[src/rtl/fx_mix_out.sv]
// Output stage of the vibrato effect: grants the effect a turn per dry sample,
// blends wet/dry, applies master gain with saturation and hands off via valid/ready.
module fx_mix_out #(
  parameter int DW      = 24,
  parameter int TIMEOUT = 2048
) (
  input  logic          clk,
  input  logic          rst,
  input  logic [DW-1:0] sample_in,
  input  logic          sample_stb,
  input  logic          fx_enable,
  output logic          fx_my_turn,
  input  logic          fx_done,
  input  logic [DW-1:0] fx_data,
  input  logic [8:0]    wet_level,
  input  logic [7:0]    gain,
  output logic [DW-1:0] out_data,
  output logic          out_valid,
  input  logic          out_ready,
  output logic          clip,
  output logic [15:0]   drop_cnt,
  output logic          fx_timeout
);

  localparam int MW = DW + 1;
  localparam int CW = $clog2(TIMEOUT + 1);
  localparam logic signed [33:0] MAXV = (34'sd1 <<< (DW - 1)) - 34'sd1;
  localparam logic signed [33:0] MINV = -(34'sd1 <<< (DW - 1));

  typedef enum logic [2:0] {IDLE, WAIT_FX, MIX, GAIN, SAT, HOLD} state_t;

  state_t                state_q;
  logic signed [DW-1:0]  dry_q, wet_q;
  logic        [DW-1:0]  out_data_q;
  logic        [8:0]     wl_q;
  logic        [7:0]     gain_q;
  logic        [CW-1:0]  cnt_q;
  logic signed [MW-1:0]  m_q, m_d;
  logic signed [33:0]    g_q, g_d;
  logic                  turn_q, valid_q, clip_q, timeout_q;
  logic        [15:0]    drop_q;

  logic signed [9:0]     wl_s, inv_s;
  logic signed [8:0]     gain_s;
  logic signed [34:0]    acc;
  logic signed [33:0]    g_full;
  logic                  sat_clip;
  logic        [DW-1:0]  sat_val;

  // Returns {clipped, value}: clamps a gained sample into the DW-bit range.
  function automatic logic [DW:0] sat(input logic signed [33:0] g);
    if (g > MAXV)      return {1'b1, 1'b0, {(DW-1){1'b1}}};
    else if (g < MINV) return {1'b1, 1'b1, {(DW-1){1'b0}}};
    else               return {1'b0, g[DW-1:0]};
  endfunction

  assign wl_s   = $signed({1'b0, wl_q});
  assign inv_s  = 10'sd256 - wl_s;
  assign acc    = 35'(dry_q) * 35'(inv_s) + 35'(wet_q) * 35'(wl_s) + 35'sd128;
  assign m_d    = MW'(acc >>> 8);
  assign gain_s = $signed({1'b0, gain_q});
  assign g_full = 34'(m_q) * 34'(gain_s) + 34'sd8;
  assign g_d    = g_full >>> 4;
  assign {sat_clip, sat_val} = sat(g_q);

  always_ff @(posedge clk or negedge rst) begin
    if (!rst) begin
      state_q    <= IDLE;
      dry_q      <= '0;
      wet_q      <= '0;
      out_data_q <= '0;
      wl_q       <= '0;
      gain_q     <= '0;
      cnt_q      <= '0;
      m_q        <= '0;
      g_q        <= '0;
      turn_q     <= 1'b0;
      valid_q    <= 1'b0;
      clip_q     <= 1'b0;
      timeout_q  <= 1'b0;
      drop_q     <= '0;
    end else begin
      // Any strobe outside IDLE is an overrun; the sample in flight is unaffected.
      if (sample_stb && state_q != IDLE && drop_q != 16'hFFFF)
        drop_q <= drop_q + 16'd1;
      case (state_q)
        IDLE: if (sample_stb) begin
          dry_q  <= sample_in;
          wl_q   <= (wet_level > 9'd256) ? 9'd256 : wet_level;
          gain_q <= gain;
          cnt_q  <= '0;
          if (fx_enable) begin
            turn_q  <= 1'b1;
            state_q <= WAIT_FX;
          end else begin
            wet_q   <= sample_in;
            state_q <= MIX;
          end
        end
        WAIT_FX: begin
          if (fx_done) begin
            wet_q   <= fx_data;
            turn_q  <= 1'b0;
            state_q <= MIX;
          end else if (cnt_q == CW'(TIMEOUT - 1)) begin
            wet_q     <= dry_q;
            timeout_q <= 1'b1;
            turn_q    <= 1'b0;
            state_q   <= MIX;
          end else begin
            cnt_q <= cnt_q + CW'(1);
          end
        end
        MIX: begin
          m_q     <= m_d;
          state_q <= GAIN;
        end
        GAIN: begin
          g_q     <= g_d;
          state_q <= SAT;
        end
        SAT: begin
          out_data_q <= sat_val;
          if (sat_clip) clip_q <= 1'b1;
          valid_q    <= 1'b1;
          state_q    <= HOLD;
        end
        HOLD: if (out_ready) begin
          valid_q <= 1'b0;
          state_q <= IDLE;
        end
        default: state_q <= IDLE;
      endcase
    end
  end

  assign fx_my_turn = turn_q;
  assign out_data   = out_data_q;
  assign out_valid  = valid_q;
  assign clip       = clip_q;
  assign drop_cnt   = drop_q;
  assign fx_timeout = timeout_q;

endmodule
[config.mk]
export PLATFORM = sky130hd
export DESIGN_NAME = fx_mix_out
export DESIGN_NICKNAME = d
export VERILOG_FILES = /design/src/rtl/fx_mix_out.sv
export SDC_FILE = /design/constraint.sdc
export NUM_CORES = 2
export LEC_CHECK = 0
export BUFFER_PORTS_ARGS = -buffer_cell sky130_fd_sc_hd__buf_2
export CAP_MARGIN = 20
export CORE_MARGIN = 3
export CORE_UTILIZATION = 50
export CTS_CLUSTER_SIZE = 14
export DETAILED_ROUTE_END_ITERATION = 6
export PLACE_DENSITY_LB_ADDON = 0.05
export SETUP_SLACK_MARGIN = 0.3
export SLEW_MARGIN = 0
export SYNTH_ARGS = -nofsm -noshare
export SYNTH_HDL_FRONTEND = slang
export SYNTH_SLANG_ARGS = --single-unit
[constraint.sdc]
create_clock -name clk -period 19.95 [get_ports clk]
set_input_delay 0.9975 -clock clk [delete_from_list [all_inputs] [get_ports clk]]
set_output_delay 0.9975 -clock clk [all_outputs]
set_load 0.03 [all_outputs]
==> reports/results.tsv <==
metric	value	unit
yosysMostFrequentCell	inv_1	
syn_inst	3387	
hp-start	fx_timeout	
first_pass_iters	5	
ys.flop_type	dfrtp_1	
max-clock-path-buffers	2	
grt_pass1_vias	23260	
die_h	252.9	um
grt_usage	25.08	%
crit_type	reg2reg	
holdPathStages	1	
clk_latency	0.51	ns
cts.repair.resized	0	
r2r_start	wl_q[1]	
rr_worst_depth	27	
antenna_found_initial	1	
std_cell_rows	89	
die_w	252.9	um
syn_area	30470	um^2
clock_sinks	179	
root_buffer	clkbuf_16	
routabilityCongestion	0.8535	
syn_to_final_growth	5.654	%
r2r_slack	11.38	ns
drcViolationCount	0	
slew_viol_final	0	
yosys-top-cells-area	fa_1 39%, dfrtp_1 15%, inv_1 9.0%, and2_1 8.6%, ha_1 7.5%	
finalNetCount	4221	
synth_edf_count	0	
clkTransAtPathRegs	0.09	ns
critPathRequiredTime	20.37	ns
worstPathMaxFanout	26	
hold_path_end	fx_timeout	
cts_buffers	17	
cpMostUsedCell	fa_1	
slowest_stage	xor2_2	
grt-ovfl-total	0	
start_util	51.05	%
maxSlewHeadroom	24.50	%
cts.htree.levels	4	
finalClockSkew	0.03036	ns
die_area	63940	um^2
hold_path_class	reg2reg	
synthArstFlopShare	100.0	%
crit_family	adder cells	
arrival	9.00	ns
synth_nets	4230	
grt_max_degree	110	
status	finished, final reports clean	
holdBufCountCts	0	
via_count	21410	
min_period	8.572	ns
slowest_delay	0.88	ns
viasPerCell	5.143	
synth_cell_types	73	
yosysTopAreaCell	fa_1	
io-pin-count	115	
r2r-end	m_q[24]	
wire_per_inst	18.02	um
startpoint_type	flip-flop	
post-cts-setup-buffers	0	
yosysWarnings	0	
grt_pass1_wl	125.1	mm
syn_avg_cell_area	8.997	um^2
cp-end-kind	flip-flop	
cts_tree	yes	
finalWirelength	75.03	mm
core_area	59690	um^2
synth-seq-cells	179	
critPathBufInv	6	
synth_top_area_share	38.76	%
fin_crit_sh	42.97	%
cap_violations	0	
fin_setup_tns	0	ns
io_buffers	114	
drive_gt1_share	6.078	%
drtIter0Drc	1216	
drtAntennaViolNets	0	
yosysSeqAreaShare	14.70	%
max_freq	116.7	MHz
final_hold_viol_count	0	
dp_hpwl	60.18	mm
rsz0062_at_grt	no	
worstMarginPinSlew	1.132	ns
ys_top_cells_by_count	733 x inv_1, 590 x fa_1, 481 x nand2_1	
setup_viol	0	
-- registers in the layout, indices dropped and copies added, names as in the netlist --
register / count
state_q: 3
clip: 1
out_data: 24
cnt_q: 12
out_valid: 1
drop_cnt: 16
m_q: 25
fx_timeout: 1
wet_q: 24
g_q: 30
gain_q: 8
wl_q: 9
fx_my_turn: 1
dry_q: 24
-- worst max path at each step --
stage	depth (start not counted)	slack, ns	from	endpoint
finish	27	11.38	wl_q[1]	m_q[24]
floorplan	27	12.34	wl_q[3]	m_q[24]
global placement	27	11.64	wl_q[1]	m_q[24]
global route	27	10.99	wl_q[1]	m_q[24]
CTS	28	11.36	wl_q[1]	m_q[24]
detailed placement	28	11.41	wl_q[1]	m_q[24]
-- per-layer routing --
metal	track usage (%)	vias up	wire length (um)
met2	40.09	490	34490
met5	0	-	0
met3	5.105	77	4318
li1	-	10000	-
met4	6.443	0	1424
met1	35.23	10840	34800
-- worst register-to-register path: cells and delay by family, from the launching register on --
| family | cells | cell delay, ns |
|---|---|---|
| AO/OA/AOI/OAI | 6 | 1.35 |
| XOR/XNOR | 1 | 0.88 |
| adder cells (fa/ha/maj) | 9 | 3.98 |
| buffers and inverters | 6 | 0.66 |
| flip-flops | 1 | 0.33 |
| AND/OR/NAND/NOR | 5 | 1.28 |
-- cell type report --
class	count	area (um^2)
well taps	773	967.2
clock buffers	21	460.4
multi-input cells	2306	22630
flip-flops and latches	179	4481
diodes	1	2.502
fillers	5576	27490
inverters	733	2751
repair buffers	141	805.8
clock inverters	9	100.1
-- per-stage QoR --
step                      hold slack [ns]  instances  setup slack [ns]  utilization (%)  instance area, um^2
after detailed placement           0.4479       4129             11.41            52.92                31590
after global placement             0.4423       4129             11.64            52.92                31590
final                              0.4643       4163             11.38            53.94                32200
after global routing               0.4783       4162             10.99            53.94                32190
after floorplan                    0.4432       3387             12.34                -                30470
after CTS                          0.4663       4159             11.36            53.86                32150
-- logic make-up after synthesis --
kind of cell	after synthesis	share of synthesized area, %
AOI/OAI and AO/OA	308	6.077
xor gates and xnor gates	104	2.989
muxes	27	0.8992
buffers and inverters	902	11.11
and+or+nand+nor	1095	17.99
DFF	179	14.70
adders and majority gates	772	46.23
-- cell usage in the layout, fill, tap and decap left out, types with 36 or more instances in the layout --
cell     instances
fa_1           590
nand2_1        479
inv_1          733
xnor2_1         67
xor2_1          36
ha_1           182
a21oi_1         77
dfrtp_1        178
buf_2          113
nor2_1          76
o21ai_0        145
and2_1         420
Power is not shown: default switching activity piles up to over one toggle a cycle in this logic, so the estimate is an artifact.
